[config.mk]
export PLATFORM = sky130hd
export DESIGN_NAME = video_timing_meter
export DESIGN_NICKNAME = d
export VERILOG_FILES = /design/src/rtl/video_timing_meter.sv
export SDC_FILE = /design/constraint.sdc
export NUM_CORES = 1
export LEC_CHECK = 0
export BUFFER_PORTS_ARGS = -buffer_cell sky130_fd_sc_hd__buf_2
export CAP_MARGIN = 20
export CORE_UTILIZATION = 43
export DETAILED_ROUTE_END_ITERATION = 7
export PLACE_DENSITY_LB_ADDON = 0.05
export SETUP_SLACK_MARGIN = 0.4
export SLEW_MARGIN = 20
export SYNTH_ARGS = -nofsm -noshare
export SYNTH_HDL_FRONTEND = slang
export SYNTH_SLANG_ARGS = --single-unit
export TNS_END_PERCENT = 100
[constraint.sdc]
create_clock -name clk_sys -period 7.1 [get_ports clk_sys]
set_input_delay 1.42 -clock clk_sys [delete_from_list [all_inputs] [get_ports clk_sys]]
set_output_delay 1.42 -clock clk_sys [all_outputs]
set_load 0.02 [all_outputs]
[src/rtl/video_timing_meter.sv]
// video_timing_meter: sink-side monitor for a VGA-style stream (hs, vs, de, ce_pix).
// Measures line/frame geometry and sync polarities once per frame, reports them
// with a one-cycle frame_stb, and raises `locked` after STABLE_FRAMES identical
// frames. All counters saturate instead of wrapping and flag the frame as overflowed.
module video_timing_meter #(
    parameter int HW            = 12,
    parameter int VW            = 11,
    parameter int STABLE_FRAMES = 4
) (
    input  logic          clk_sys,
    input  logic          reset,
    input  logic          ce_pix,
    input  logic          hs,
    input  logic          vs,
    input  logic          de,
    output logic [HW-1:0] h_total,
    output logic [HW-1:0] h_active,
    output logic [VW-1:0] v_total,
    output logic [VW-1:0] v_active,
    output logic          hs_pol,
    output logic          vs_pol,
    output logic          frame_stb,
    output logic          locked,
    output logic          overflow
);

    localparam logic [3:0] STABLE_N = 4'(STABLE_FRAMES);

    // One frame's worth of reported timing; also the unit compared for stability.
    typedef struct packed {
        logic [HW-1:0] h_total;
        logic [HW-1:0] h_active;
        logic [VW-1:0] v_total;
        logic [VW-1:0] v_active;
        logic          hs_pol;
        logic          vs_pol;
    } meas_t;

    // Previous samples for edge detection
    logic hs_q, vs_q;
    logic hs_rise, vs_rise;

    // Horizontal state
    logic [HW-1:0] pix_cnt, hs_hi, hs_lo, de_cnt;
    logic [HW-1:0] line_len, line_act;
    logic          hs_pol_i;

    // Vertical state
    logic [VW-1:0] line_cnt, de_lines, vs_hi, vs_lo;
    logic          ovf_flag;

    // Values as they stand after this ce_pix's hs processing; a coincident
    // hs edge is thereby folded into the frame that is closing.
    logic [HW-1:0] line_len_n, line_act_n;
    logic          hs_pol_n;
    logic [VW-1:0] line_cnt_n, de_lines_n, vs_hi_n, vs_lo_n;
    logic          v_sat, h_sat, pix_sat, ovf_n;
    meas_t         frame_n;

    // Frame close handoff and reporting
    meas_t         snap, cur;
    logic          snap_ovf, close_pend, primed;
    logic [3:0]    stable_cnt, stable_n;

    assign hs_rise = ce_pix & hs & ~hs_q;
    assign vs_rise = ce_pix & vs & ~vs_q;

    // Pixel counter stuck at all-ones: also the loss-of-signal indication.
    assign pix_sat = ce_pix & ~hs_rise & (&pix_cnt);
    assign h_sat   = ce_pix & ~hs_rise &
                     ((hs & (&hs_hi)) | (~hs & (&hs_lo)) | (de & (&de_cnt)));
    assign ovf_n   = ovf_flag | pix_sat | h_sat | v_sat;

    // Line-end latches and per-line vertical accounting for the current ce_pix
    always_comb begin
        line_len_n = line_len;
        line_act_n = line_act;
        hs_pol_n   = hs_pol_i;
        line_cnt_n = line_cnt;
        de_lines_n = de_lines;
        vs_hi_n    = vs_hi;
        vs_lo_n    = vs_lo;
        v_sat      = 1'b0;
        if (hs_rise) begin
            line_len_n = pix_cnt;
            hs_pol_n   = (hs_hi < hs_lo);
            if (&line_cnt) v_sat = 1'b1;
            else           line_cnt_n = line_cnt + VW'(1);
            if (de_cnt != '0) begin
                line_act_n = de_cnt;
                if (&de_lines) v_sat = 1'b1;
                else           de_lines_n = de_lines + VW'(1);
            end
            if (vs) begin
                if (&vs_hi) v_sat = 1'b1;
                else        vs_hi_n = vs_hi + VW'(1);
            end else begin
                if (&vs_lo) v_sat = 1'b1;
                else        vs_lo_n = vs_lo + VW'(1);
            end
        end
    end

    // Assemble the frame record that a vs edge in this cycle would capture
    always_comb begin
        frame_n          = '0;
        frame_n.h_total  = line_len_n;
        frame_n.h_active = line_act_n;
        frame_n.v_total  = line_cnt_n;
        frame_n.v_active = de_lines_n;
        frame_n.hs_pol   = hs_pol_n;
        frame_n.vs_pol   = (vs_hi_n < vs_lo_n);
    end

    // Stability count the upcoming frame close would produce
    always_comb begin
        stable_n = 4'd0;
        if (primed && (snap == cur) && !snap_ovf)
            stable_n = (stable_cnt == STABLE_N) ? stable_cnt : stable_cnt + 4'd1;
    end

    // Horizontal counters and sync sampling, all qualified by ce_pix
    always_ff @(posedge clk_sys or posedge reset) begin
        if (reset) begin
            hs_q     <= 1'b0;
            vs_q     <= 1'b0;
            pix_cnt  <= '0;
            hs_hi    <= '0;
            hs_lo    <= '0;
            de_cnt   <= '0;
            line_len <= '0;
            line_act <= '0;
            hs_pol_i <= 1'b1;
        end else if (ce_pix) begin
            hs_q     <= hs;
            vs_q     <= vs;
            line_len <= line_len_n;
            line_act <= line_act_n;
            hs_pol_i <= hs_pol_n;
            if (hs_rise) begin
                pix_cnt <= HW'(1);
                hs_hi   <= HW'(1);
                hs_lo   <= '0;
                de_cnt  <= HW'(de);
            end else begin
                if (!(&pix_cnt)) pix_cnt <= pix_cnt + HW'(1);
                if (hs) begin
                    if (!(&hs_hi)) hs_hi <= hs_hi + HW'(1);
                end else begin
                    if (!(&hs_lo)) hs_lo <= hs_lo + HW'(1);
                end
                if (de && !(&de_cnt)) de_cnt <= de_cnt + HW'(1);
            end
        end
    end

    // Vertical counters; a vs edge snapshots the frame and restarts them
    always_ff @(posedge clk_sys or posedge reset) begin
        if (reset) begin
            line_cnt <= '0;
            de_lines <= '0;
            vs_hi    <= '0;
            vs_lo    <= '0;
            ovf_flag <= 1'b0;
            snap     <= '0;
            snap_ovf <= 1'b0;
        end else if (ce_pix) begin
            if (vs_rise) begin
                line_cnt <= '0;
                de_lines <= '0;
                vs_hi    <= '0;
                vs_lo    <= '0;
                ovf_flag <= 1'b0;
                snap     <= frame_n;
                snap_ovf <= ovf_n;
            end else begin
                line_cnt <= line_cnt_n;
                de_lines <= de_lines_n;
                vs_hi    <= vs_hi_n;
                vs_lo    <= vs_lo_n;
                ovf_flag <= ovf_n;
            end
        end
    end

    // Report one clk_sys after the vs edge, independent of ce_pix
    always_ff @(posedge clk_sys or posedge reset) begin
        if (reset) close_pend <= 1'b0;
        else       close_pend <= vs_rise;
    end

    // Outputs, stability tracking and lock; loss of hs overrides the lock
    always_ff @(posedge clk_sys or posedge reset) begin
        if (reset) begin
            cur        <= '0;
            cur.hs_pol <= 1'b1;
            cur.vs_pol <= 1'b1;
            frame_stb  <= 1'b0;
            overflow   <= 1'b0;
            locked     <= 1'b0;
            stable_cnt <= 4'd0;
            primed     <= 1'b0;
        end else begin
            frame_stb <= close_pend;
            if (close_pend) begin
                cur        <= snap;
                overflow   <= snap_ovf;
                primed     <= 1'b1;
                stable_cnt <= stable_n;
                locked     <= (stable_n == STABLE_N);
            end
            if (pix_sat) begin
                locked     <= 1'b0;
                stable_cnt <= 4'd0;
            end
        end
    end

    assign h_total  = cur.h_total;
    assign h_active = cur.h_active;
    assign v_total  = cur.v_total;
    assign v_active = cur.v_active;
    assign hs_pol   = cur.hs_pol;
    assign vs_pol   = cur.vs_pol;

endmodule

Word level (Yosys, flattened, before mapping)
Cells that the tools add are included.
Word-level totals
  register bits after elaboration: 226
  bits in latches: 0
  bits in writable memories: 0
  bits in read-only memories: 0
  output and inout port bits: 51
  memories: 0
Cells by class
  add/sub/neg operators: 9
  multipliers: 0
  divide/modulo/power cells: 0
  $lt $le $gt $ge: 2
  eq/ne operators: 7
  shift-type cells: 0
  multiplexer cells: 43
  bitwise operators: 19
  reductions and logical operators: 22
Operator list (number)
  11-bit 2-to-1 mux: 15
  12-bit 2-to-1 mux: 13
  12-bit by 1-bit adder with 12-bit output (second input constant): 4
  48-bit equality test: 1
  12-bit AND reduction: 4
  11-bit by 1-bit adder with 11-bit output (second input constant): 4
  11-bit AND reduction: 4
  4-bit 2-to-1 mux: 4
  12-bit less-than comparator: 1
  12-bit nonzero test: 1
  11-bit less-than comparator: 1
  1-bit 2-to-1 mux: 11
  1-bit AND: 10
  4-bit by 3-bit equality test with 1-bit output (second input constant): 2
  2-bit inequality test (second input constant): 3
  2-bit AND reduction: 3
  3-bit AND reduction: 2
  2-bit nonzero test: 3
  1-bit OR: 5
  4-bit by 1-bit adder with 4-bit output (second input constant): 1
  1-bit inverter: 4
  1-bit logical AND: 3
  1-bit logical NOT: 2
  2-bit by 1-bit inequality test with 1-bit output (second input constant): 1

Longest topological paths before layout
  depth in word-level cells: 9
  depth in mapped cells: 14
  mapped depth without buffers: 14

Worst setup path after synthesis
Ideal clock, no wire load.
  kind: input to register
  start point: in hs
  end point: reg snap[0] in the netlist's numbering
  arrival time: 3.595 ns
  required time: 7.034 ns
  slack: 3.439 ns
  cell stages on the path: 13
  path buffers: 1
  path through: buf_4 > nand3b_4 > nor3_2 > nand2_1 > nor2_1 > xnor2_1 > ha_1 > a21o_1 > a21o_1 > a21oi_1 > nor2_1 > nor4_1 > a22o_1
On the way
  cells in the longest elaborated chain, start to end: 4
  elaborated cells on any way between the ends: 5
  those cells by class: 1 x order compare; 2 x mux; 2 x bitwise
Ends and longest elaborated chain
  start, declared: line 13  | input logic hs,
  1-bit AND * (2 in series): line 65  | assign hs_rise = ce_pix & hs & ~hs_q;
  11-bit 2-to-1 mux: line 84  | if (hs_rise) begin
  11-bit less-than comparator *: line 112  | frame_n.vs_pol = (vs_hi_n < vs_lo_n);
  end signal, assigned: line 174  | snap <= frame_n;
  end, declared: line 61  | meas_t snap, cur;
Every way passes the cells marked *; elsewhere a longest branch is shown, timed or not.
A chain may end at the register's enable or synchronous reset.

Worst setup path in the final report
  start point: in ce_pix
  end point: reg snap[0] in the netlist's numbering
On the way
  cells in the longest elaborated chain, start to end: 4
  elaborated cells on any way between the ends: 8
  those cells by class: 1 x order compare; 2 x mux; 4 x bitwise; 1 x reduce/logical
Ends and longest elaborated chain
  start, declared: line 12  | input logic ce_pix,
  1-bit AND (2 in series): line 65
  11-bit 2-to-1 mux: line 84
  11-bit less-than comparator: line 112
Parallel ways exist; a longest one is shown, timed or not.

==> parameters.txt <==
Parameter                              Value

Run status
  Outcome ... finished clean

Timing
  Worst setup skew after layout ... 0.0112 ns
  Final period demand of the worst path ... 4.01 ns
  Slew Viols, Final ... 0
  Worst relative slew slack ... 0.383
  Measured slew at the worst slew-check pin ... 0.924 ns
  Aggregate negative setup slack ... 0 ns
  Unrepaired setup endpoints after global routing ... false
  Part of the cycle the worst path needs ... 0.565
  Peak clock frequency supported by timing ... 249 MHz
  Hold Violations, Final ... 0
  Final worst hold slack ... 0.459 ns
  Setup-failing EPs final ... 0

Clock network
  Number of buffers inserted during clock tree synthesis ... 26
  TritonCTS clock tree ... built
  Clock insertion delay at the later pin of the skew report ... 0.53 ns
  Bufs on Longest Clock Path ... 3
  Count of buffers added by post-CTS timing repair for setup ... 0
  CTS H-Tree Depth ... 1
  PostCTS Resize Cnt ... 0
  CTS sink count ... 226
  CTS root buf ... sky130_fd_sc_hd__clkbuf_16
  Post-cts hold buffer count ... 0
  Clock transition at the registers of the reported paths ... 0.06 ns

Yosys
  Top flip-flop cell by instance count after synthesis ... sky130_fd_sc_hd__dfrtp_1
  Async set-reset flop share out of synthesis ... 1.00
  Syn Inst Count ... 1108
  Post-synthesis instance area ... 0.0112 mm^2
  FF+latch count, synth ... 226
  Syn avg cell area ... 10.1 um^2
  Syn Nets ... 1146
  Yosys warning total ... 0
  Register area share after synthesis ... 0.507
  Unique cell type count in the Yosys netlist ... 70
  Count of flip-flops with a built-in enable after synthesis ... 0

Floorplanning
  Horizontal die dimension ... 163 um
  Std-Cell Core Area ... 0.0253 mm^2
  Die area ... 0.0266 mm^2
  Number of I/O pins ... 57
  Overall die height ... 163 um
  Starting utilization of the core area ... 0.441
  Number of placement rows ... 58

Job
  MaxCap Viol Count ... 0

GRT
  Total grt overflow ... 0
  Pin count of the biggest net entering global routing ... 144
  Number of global-route vias before repair ... 7702
  Wire length of the first global-routing pass ... 42400 um
  Total routing resource utilization after global routing ... 0.202
  Number of antenna violations at the first check in global routing ... 1

Place
  Placed Instance Area ... 0.0118 mm^2
  Detailed Place HPWL ... 17800 um
  Global placement routability congestion ... 0.807
  Number of buffers inserted by port buffering ... 56

Worst setup path
  Worst setup EP type ... register
  Startpoint types ... input port
  Origin of the critical flop-to-flop path ... hs_q
  Data arrival, critical path ... 4.48 ns
  Launching element of the worst setup path ... ce_pix
  Required @ worst endpoint ... 7.57 ns
  Maximum net fanout on the critical path ... 26
  Critical path type ... input port to register

Routing
  Routed via count ... 7971
  Post-route DRC violation count ... 0
  DRC marker count from the first detailed-route iteration ... 452
  Average via count per standard cell ... 5.28
  Number of antenna-violating nets in the routed design ... 0
  Wire per inst ... 17.3 um
  First-pass iteration count of the detailed router ... 5
  Total wire length ... 26200 um

Power
  IR Drop Worst-Case VDD ... 0.000176 V
  Static Leak ... 6.20 nW
  Logic pwr share ... 0.172
  Fraction of power spent switching nets ... 0.298
  Clock network fraction of design power ... 0.376
  Internal power component ... 2.47 mW
  PD cells ... 279 mW/mm^2
  PnR Total Power ... 3.52 mW
  Share of power burned in registers ... 0.452
  Sw power ... 1.05 mW

Cells and area
  Filler Cell Count ... 2368
  Net count of the finished layout ... 1197
  Most frequent standard cell in the layout excluding fill and tap cells ... sky130_fd_sc_hd__dfrtp_1
  Layout area overhead ... 12.9%
  Most frequent cells in the layout ... sky130_fd_sc_hd__dfrtp_1, sky130_fd_sc_hd__nand2_1, sky130_fd_sc_hd__nor2_1, sky130_fd_sc_hd__buf_2, sky130_fd_sc_hd__mux2_2
  Final cell area excluding filler cells ... 0.0126 mm^2
  Layout cells sized above 1 ... 0.159

Worst hold path
  Worst min-delay path category ... register to register
  Hold path startpoint ... primed
power by group through the flow:
stage	Sequential (mW)	Combinational (mW)	Clock [mW]
2_1_floorplan	1.62	0.389	0
3_3_place_gp	1.61	0.612	0
3_5_place_dp	1.61	0.617	0
4_1_cts	1.59	0.621	1.36
5_1_grt	1.61	0.676	1.40
6_report	1.59	0.605	1.32
final cells by class:
type	count	area [um^2]	share of cell area
clock buffer	39	781	0.0619
multi-input combinational	810	5230	0.414
tap	330	413	0.0327
inverter	32	124	0.00982
antenna	1	2.50	0.000198
timing repair buffer	63	345	0.0274
sequential	226	5660	0.449
clock inverter	8	65.1	0.00516
sequential cells by signal, indices dropped and copies added (netlist names), 4 cells and up:
signal	count
de_cnt	12
de_lines	11
h_active	12
h_total	12
hs_hi	12
hs_lo	12
line_act	12
line_cnt	11
line_len	12
pix_cnt	12
snap	48
stable_cnt	4
v_active	11
v_total	11
vs_hi	11
vs_lo	11
worst max-delay path, cell delays in order:
cell and delay [ns]:
sky130_fd_sc_hd__buf_2 0.39, sky130_fd_sc_hd__nand3b_4 0.38, sky130_fd_sc_hd__nor3_2 0.57, sky130_fd_sc_hd__nand2_1 0.21
sky130_fd_sc_hd__nor2_1 0.24, sky130_fd_sc_hd__xnor2_1 0.15, sky130_fd_sc_hd__ha_1 0.26, sky130_fd_sc_hd__a21o_1 0.18
sky130_fd_sc_hd__a21o_1 0.16, sky130_fd_sc_hd__a21oi_1 0.14, sky130_fd_sc_hd__nor2_1 0.05, sky130_fd_sc_hd__nor4_1 0.16
sky130_fd_sc_hd__a22o_1 0.16
cell families (layout without fill, tap and decap cells):
family / Yosys count / count (layout) / synth area share
other: 0 / 1 / 0
flip-flops: 226 / 226 / 0.507
multiplexers: 67 / 67 / 0.0655
AND/OR/NAND/NOR: 490 / 490 / 0.218
AO/OA/AOI/OAI: 129 / 129 / 0.0750
XOR/XNOR: 92 / 92 / 0.0721
buffers and inverters: 72 / 142 / 0.0268
adder cells (fa/ha/maj): 32 / 32 / 0.0358
synth_stat cells (23+ instances only):
master	count	area share
sky130_fd_sc_hd__inv_1	32	0.011
sky130_fd_sc_hd__a21oi_1	23	0.010
sky130_fd_sc_hd__nand3_1	49	0.022
sky130_fd_sc_hd__nand2_1	207	0.070
sky130_fd_sc_hd__xor2_1	46	0.036
sky130_fd_sc_hd__dfrtp_1	223	0.50
sky130_fd_sc_hd__xnor2_1	46	0.036
sky130_fd_sc_hd__o21ai_0	48	0.022
sky130_fd_sc_hd__ha_1	32	0.036
sky130_fd_sc_hd__nand4_1	34	0.019
sky130_fd_sc_hd__nor2_1	80	0.027
sky130_fd_sc_hd__mux2_2	49	0.049
layer usage:
metal,vias up,wire length (um),track usage
met5,-,0,0
met4,0,394,0.0463
met3,30,833,0.0267
met2,112,11900,0.315
met1,3895,13000,0.298
li1,3934,-,-
stage by stage:
stage	utilization	instances	worst slack (ns)
3_5_place_dp	0.465	1461	2.49
5_1_grt	0.498	1508	2.80
3_3_place_gp	0.465	1461	2.57
6_report	0.498	1509	3.09
4_1_cts	0.498	1508	3.08
2_1_floorplan	-	1108	2.73
path summary, 6_finish.rpt:
path	endpoint	slack, ns	cells past startpoint
min in group asynchronous	vs_hi[3]	1.02	3
min	primed	0.46	1
max in group asynchronous	snap[10]	4.76	4
min reg2reg	primed	0.46	1
max	snap[0]	3.09	13
max reg2reg	snap[0]	3.87	12
No activity file was read; power rests on OpenSTA's default activity.
